===== config.mk =====
export PLATFORM = sky130hd
export DESIGN_NAME = pc_unit
export DESIGN_NICKNAME = d
export VERILOG_FILES = /design/src/rtl/pc_unit.sv
export SDC_FILE = /design/constraint.sdc
export NUM_CORES = 1
export LEC_CHECK = 0
export CAP_MARGIN = 10
export CORE_MARGIN = 4
export CORE_UTILIZATION = 26
export DETAILED_ROUTE_END_ITERATION = 8
export PLACE_DENSITY = 0.54
export SYNTH_ARGS = -nofsm -noshare
export SYNTH_HDL_FRONTEND = slang
export SYNTH_SLANG_ARGS = --single-unit

===== constraint.sdc =====
create_clock -name clk -period 3.29 [get_ports clk]
set_input_delay 0.987 -clock clk [delete_from_list [all_inputs] [get_ports clk]]
set_output_delay 0.987 -clock clk [all_outputs]
set_load 0.05 [all_outputs]

===== src/rtl/pc_unit.sv =====
// Program-counter unit: fixed-priority next-PC select, EPC capture and a
// circular return-address stack shared by the single-cycle and pipelined cores.
module pc_unit #(
  parameter int          WIDTH     = 32,
  parameter logic [31:0] RESET_VEC = 32'h0000_3000,
  parameter logic [31:0] EXC_VEC   = 32'h0000_4180,
  parameter int          STEP      = 4,
  parameter int          RAS_DEPTH = 4
) (
  input  logic             clk,
  input  logic             reset,
  input  logic             stall,
  input  logic             br_taken,
  input  logic [WIDTH-1:0] br_target,
  input  logic             exc_req,
  input  logic             eret,
  input  logic             ras_push,
  input  logic             ras_pop,
  output logic [WIDTH-1:0] pc,
  output logic [WIDTH-1:0] pc_plus,
  output logic [WIDTH-1:0] epc,
  output logic             misalign,
  output logic             ras_empty,
  output logic             ras_full
);

  localparam int PW = $clog2(RAS_DEPTH);
  localparam int CW = PW + 1;
  localparam logic [WIDTH-1:0] RST_PC = WIDTH'(RESET_VEC);
  localparam logic [WIDTH-1:0] EXC_PC = WIDTH'(EXC_VEC);
  localparam logic [WIDTH-1:0] INC    = WIDTH'(STEP);
  localparam logic [CW-1:0]    FULL_C = CW'(RAS_DEPTH);

  logic [WIDTH-1:0] pc_q, pc_d, epc_q, epc_d;
  logic [PW-1:0]    ptr_q, ptr_d, ras_wa;
  logic [CW-1:0]    cnt_q, cnt_d;
  logic             ras_we;
  logic [RAS_DEPTH-1:0][WIDTH-1:0] ras_q;

  assign pc        = pc_q;
  assign epc       = epc_q;
  assign pc_plus   = pc_q + INC;
  assign misalign  = pc_q[1:0] != 2'b00;
  assign ras_empty = cnt_q == '0;
  assign ras_full  = cnt_q == FULL_C;

  always_comb begin
    pc_d   = pc_plus;
    epc_d  = epc_q;
    ptr_d  = ptr_q;
    cnt_d  = cnt_q;
    ras_we = 1'b0;
    ras_wa = ptr_q + PW'(1);
    if (exc_req) begin
      epc_d = pc_q;
      pc_d  = EXC_PC;
      cnt_d = '0;
      ptr_d = '0;
    end else if (eret) begin
      pc_d  = epc_q;
      cnt_d = '0;
      ptr_d = '0;
    end else if (br_taken) begin
      // Calls (jal/jalr) redirect and push in the same cycle.
      pc_d = br_target;
      if (ras_push) begin
        ras_we = 1'b1;
        ptr_d  = ptr_q + PW'(1);
        cnt_d  = ras_full ? cnt_q : cnt_q + CW'(1);
      end
    end else if (stall) begin
      pc_d = pc_q;
    end else if (ras_pop && !ras_empty) begin
      pc_d = ras_q[ptr_q];
      if (ras_push) begin
        // Return-then-call: swap the top entry in place.
        ras_we = 1'b1;
        ras_wa = ptr_q;
      end else begin
        ptr_d = ptr_q - PW'(1);
        cnt_d = cnt_q - CW'(1);
      end
    end else if (ras_push) begin
      ras_we = 1'b1;
      ptr_d  = ptr_q + PW'(1);
      cnt_d  = ras_full ? cnt_q : cnt_q + CW'(1);
    end
  end

  always_ff @(posedge clk or posedge reset) begin
    if (reset) begin
      pc_q  <= RST_PC;
      epc_q <= '0;
      ptr_q <= '0;
      cnt_q <= '0;
    end else begin
      pc_q  <= pc_d;
      epc_q <= epc_d;
      ptr_q <= ptr_d;
      cnt_q <= cnt_d;
    end
  end

  // Entries are don't-care after reset; validity is tracked by cnt_q.
  always_ff @(posedge clk) begin
    if (ras_we && !reset) ras_q[ras_wa] <= pc_plus;
  end

endmodule


==> results.yml, run 1 <==
power:
  pwr-share-seq_pct: 44.2
  p_sw_share_pct: 30.3
  vdd_ir_drop_max_mv: 0.388
  cellPowerDensity_nw_per_um2: 484
  p_comb_share_pct: 21.3
  pwr-share-clk_pct: 34.5
  net-switching-power_mw: 1.94
  p_int_mw: 4.47
  leakage_nw: 4.96
worst_hold_path:
  holdPathStages: 1
  hold_class: "flop to flop"
synth:
  syn_area_um2: 9170
  syn-num-nets: 724
  synth_top_flop_cell: "edfxtp_1"
  syn_inst: 680
  synth_area_per_cell_um2: 13.5
  ys_warn_count: 0
  synth_top_area_cell: "edfxtp_1"
  seq_area_frac_synth_pct: 60.7
  synth.area.top_cells: "edfxtp_1, dfrtp_1, mux4_2"
  synth_edf_count: 128
  synthArstFlopShare_pct: 35.0
  synth_top_area_share_pct: 41.9
  synth.distinct_cells: 72
  ys_ff_latch: 197
critical_path:
  crit_path_end: "pc_plus[23]"
  crit_arrival_ns: 2.40
  worstSetupEndpointType: "output pin"
  crit_start: "pc[7]"
  crit_path_max_incr_delay_ns: 0.44
  worstSetupPathType: "flop to output pin"
  reg2reg_depth: 5
  worstPathCellList: "nand4_1 > or3_4 > buf_8 > buf_4 > or4_4 > nand2_4 > buf_12"
  required_ns: 2.30
  startpoint_type: "flop"
  cp_slowest_cell: "or4_4"
  r2r-start: "ptr_q[0]"
  r2r_end: "pc[30]"
  cp_max_fo: 5
  r2r_slack_ns: 0.70
die:
  die_area_um2: 38400
  start_util_pct: 26.4
  die_h_um: 196
  io_pins: 139
  fp.dieW_um: 196
  num_rows: 68
  core-area_um2: 34700
clocking:
  clockBufferDepth: 2
  cts_buffers: 17
  numClockSinks: 197
  htreeDepth: 4
  root_buffer: "clkbuf_16"
  path_clk_slew_ns: 0.08
  hold_buffers: 0
  cts_tree: "built"
  clk_latency_ns: 0.44
routing:
  route.detailed.drc: 0
  via_per_inst: 5.20
  vias: 7170
  wl_per_cell_um: 23.8
  first_iter_violations: 678
  dr.pass1.iters: 5
  ant_nets: 0
  wl_um: 32900
layout:
  final_util_pct: 38.2
  fin_nets: 955
  fin_cells: 1380
  final.fill_count: 3326
  multi_input_area_um2: 3690
  drive_gt1_share_pct: 34.7
  seqCellArea_um2: 5590
  syn_to_final_growth_pct: 44.4
outcome:
  violations: "setup timing"
  outcome: "finished, violations left"
place:
  pre_cts_ws_ns: 0.115
  hpwl_um: 23200
  io_buffers: 138
  dpl.cell_count: 1315
  gp_congestion: 0.821
timing:
  period_share_pct: 103
  grt_setup_unrepaired: "true"
  setup_viol: 6
  period_minus_slack_ns: 3.39
  worst_pin_slew_ns: 0.953
  finalHoldViolCount: 0
  report.final.slew_viol_count: 0
  skew_ns: 0.0132
  max_freq_mhz: 295
  slew-limit-headroom_pct: 36.5
  fin_ws_ns: -0.0981
grt:
  antenna_found_initial: 0
  grt_pass1_vias: 7332
  grt-ovfl-total: 0
  grt_pass1_wl_um: 48200
  track_usage_pct: 16.8
  grt_max_degree: 49
job:
  max_cap_violations: 0
[sequential cells by signal, indices dropped and copies added, names as in the netlist]
name / cells
cnt_q: 3
epc: 32
pc: 32
ptr_q: 2
ras_q: 128
[layout make-up]
cell class | instances | share of cell area, %
diodes | 1 | 0.0189
clock inverters | 13 | 1.24
clock buffers | 19 | 3.42
repair buffers | 265 | 20.5
multi-input cells | 413 | 27.8
flip-flops and latches | 197 | 42.2
inverters | 17 | 0.510
well taps | 455 | 4.30
[cell families (layout without fill, tap and decap cells)]
kind of cell / count (synthesis) / after routing / synth area share (%)
DFF: 197 / 197 / 60.7
and+or+nand+nor: 176 / 176 / 10.1
AOI/OAI and AO/OA: 147 / 147 / 11.4
buffers and inverters: 70 / 314 / 3.41
muxes: 61 / 61 / 11.4
xor gates and xnor gates: 25 / 25 / 2.39
adders and majority gates: 4 / 4 / 0.546
other: 0 / 1 / 0
[cells in the final DEF, fill, tap and decap left out, drive strengths merged, types with 19 or more instances in the layout]
cell,synthesis,layout
dfrtp,67,67
nand3,19,19
mux2,26,26
clkdlybuf4s50,0,107
edfxtp,128,128
mux4,32,32
buf,26,157
inv,15,21
nor2,35,35
clkbuf,27,20
nand2,39,39
o21ai,25,25
a21oi,25,25
[worst min path at each step]
stage | slack (ns) | start | endpoint
3_3_place_gp | 0.52 | epc[26] | epc[26]
6_report | 0.55 | epc[4] | epc[4]
4_1_cts | 0.55 | epc[8] | epc[8]
5_1_grt | 0.57 | epc[0] | epc[0]
3_5_place_dp | 0.53 | epc[4] | epc[4]
2_1_floorplan | 0.52 | cnt_q[2] | cnt_q[2]
[routing by layer]
| metal | global-route usage [%] | vias to the layer above | wire [um] |
|---|---|---|---|
| li1 | - | 3121 | - |
| met1 | 22.4 | 3683 | 13800 |
| met2 | 27.5 | 319 | 16000 |
| met3 | 4.12 | 47 | 2460 |
| met4 | 4.40 | 0 | 634 |
| met5 | 0 | - | 0 |
[what timing repair did]
action / in CTS / in global routing
gates resized for setup: 30 / 23
pin swaps: 11 / 11
endpoints found under the setup margin: 19 / 16
setup buffers: 18 / 13
cloned: 0 / 1
[synth_stat cells, types with 4 or more instances]
library cell and n:
nand4_1 8, mux4_2 32, nor4_1 8, buf_1 7
o31ai_1 5, clkbuf_1 26, a32oi_1 4, a221o_1 7
a31oi_1 10, o21ai_0 24, or3_1 11, nor2_1 34
nor3_1 11, nand2_1 39, nand3_1 19, nor2b_1 5
buf_2 12, buf_4 5, inv_1 15, o221ai_1 8
dfrtp_1 67, a22oi_1 7, a21oi_1 25, edfxtp_1 128
and3_1 9, xnor2_1 10, a211o_1 4, a21o_1 9
a221oi_1 6, mux2_2 26, xor2_1 15, ha_1 4
nand2b_1 5, o22ai_1 10, and4_1 5, or4_1 4
[through the flow]
step | power (mW) | hold WS (ns) | setup TNS, ns | cell area [um^2]
after global placement | 4.20 | 0.524 | 0 | 12100
after global routing | 6.64 | 0.571 | -1.14 | 13200
after CTS | 6.44 | 0.554 | -0.479 | 13000
final | 6.41 | 0.550 | -0.371 | 13300
after floorplan | 3.60 | 0.525 | -22.05 | 9380
after detailed placement | 4.20 | 0.533 | 0 | 12100
[critical path, delay by kind of cell, from the launching register on]
| family | cells | cell delay [ns] |
|---|---|---|
| buffers and inverters | 3 | 0.43 |
| DFF | 1 | 0.39 |
| and+or+nand+nor | 4 | 1.13 |
[power by group through the flow]
| stage | combinational (mW) | clock, mW | sequential, mW |
|---|---|---|---|
| after detailed placement | 1.31 | 0 | 2.89 |
| after floorplan | 0.490 | 0 | 3.11 |
| after global placement | 1.31 | 0 | 2.89 |
| final | 1.36 | 2.21 | 2.83 |
| after global routing | 1.43 | 2.37 | 2.84 |
| after CTS | 1.36 | 2.25 | 2.83 |
Note: power is estimated with default switching activity, not from simulation.
==> run 2, diff against run 1 <==
- GPL_ROUTABILITY_DRIVEN: unset -> 0
==> results of run 2 <==
Same layout as run 1: the final DEF is identical, and so are final timing and power.
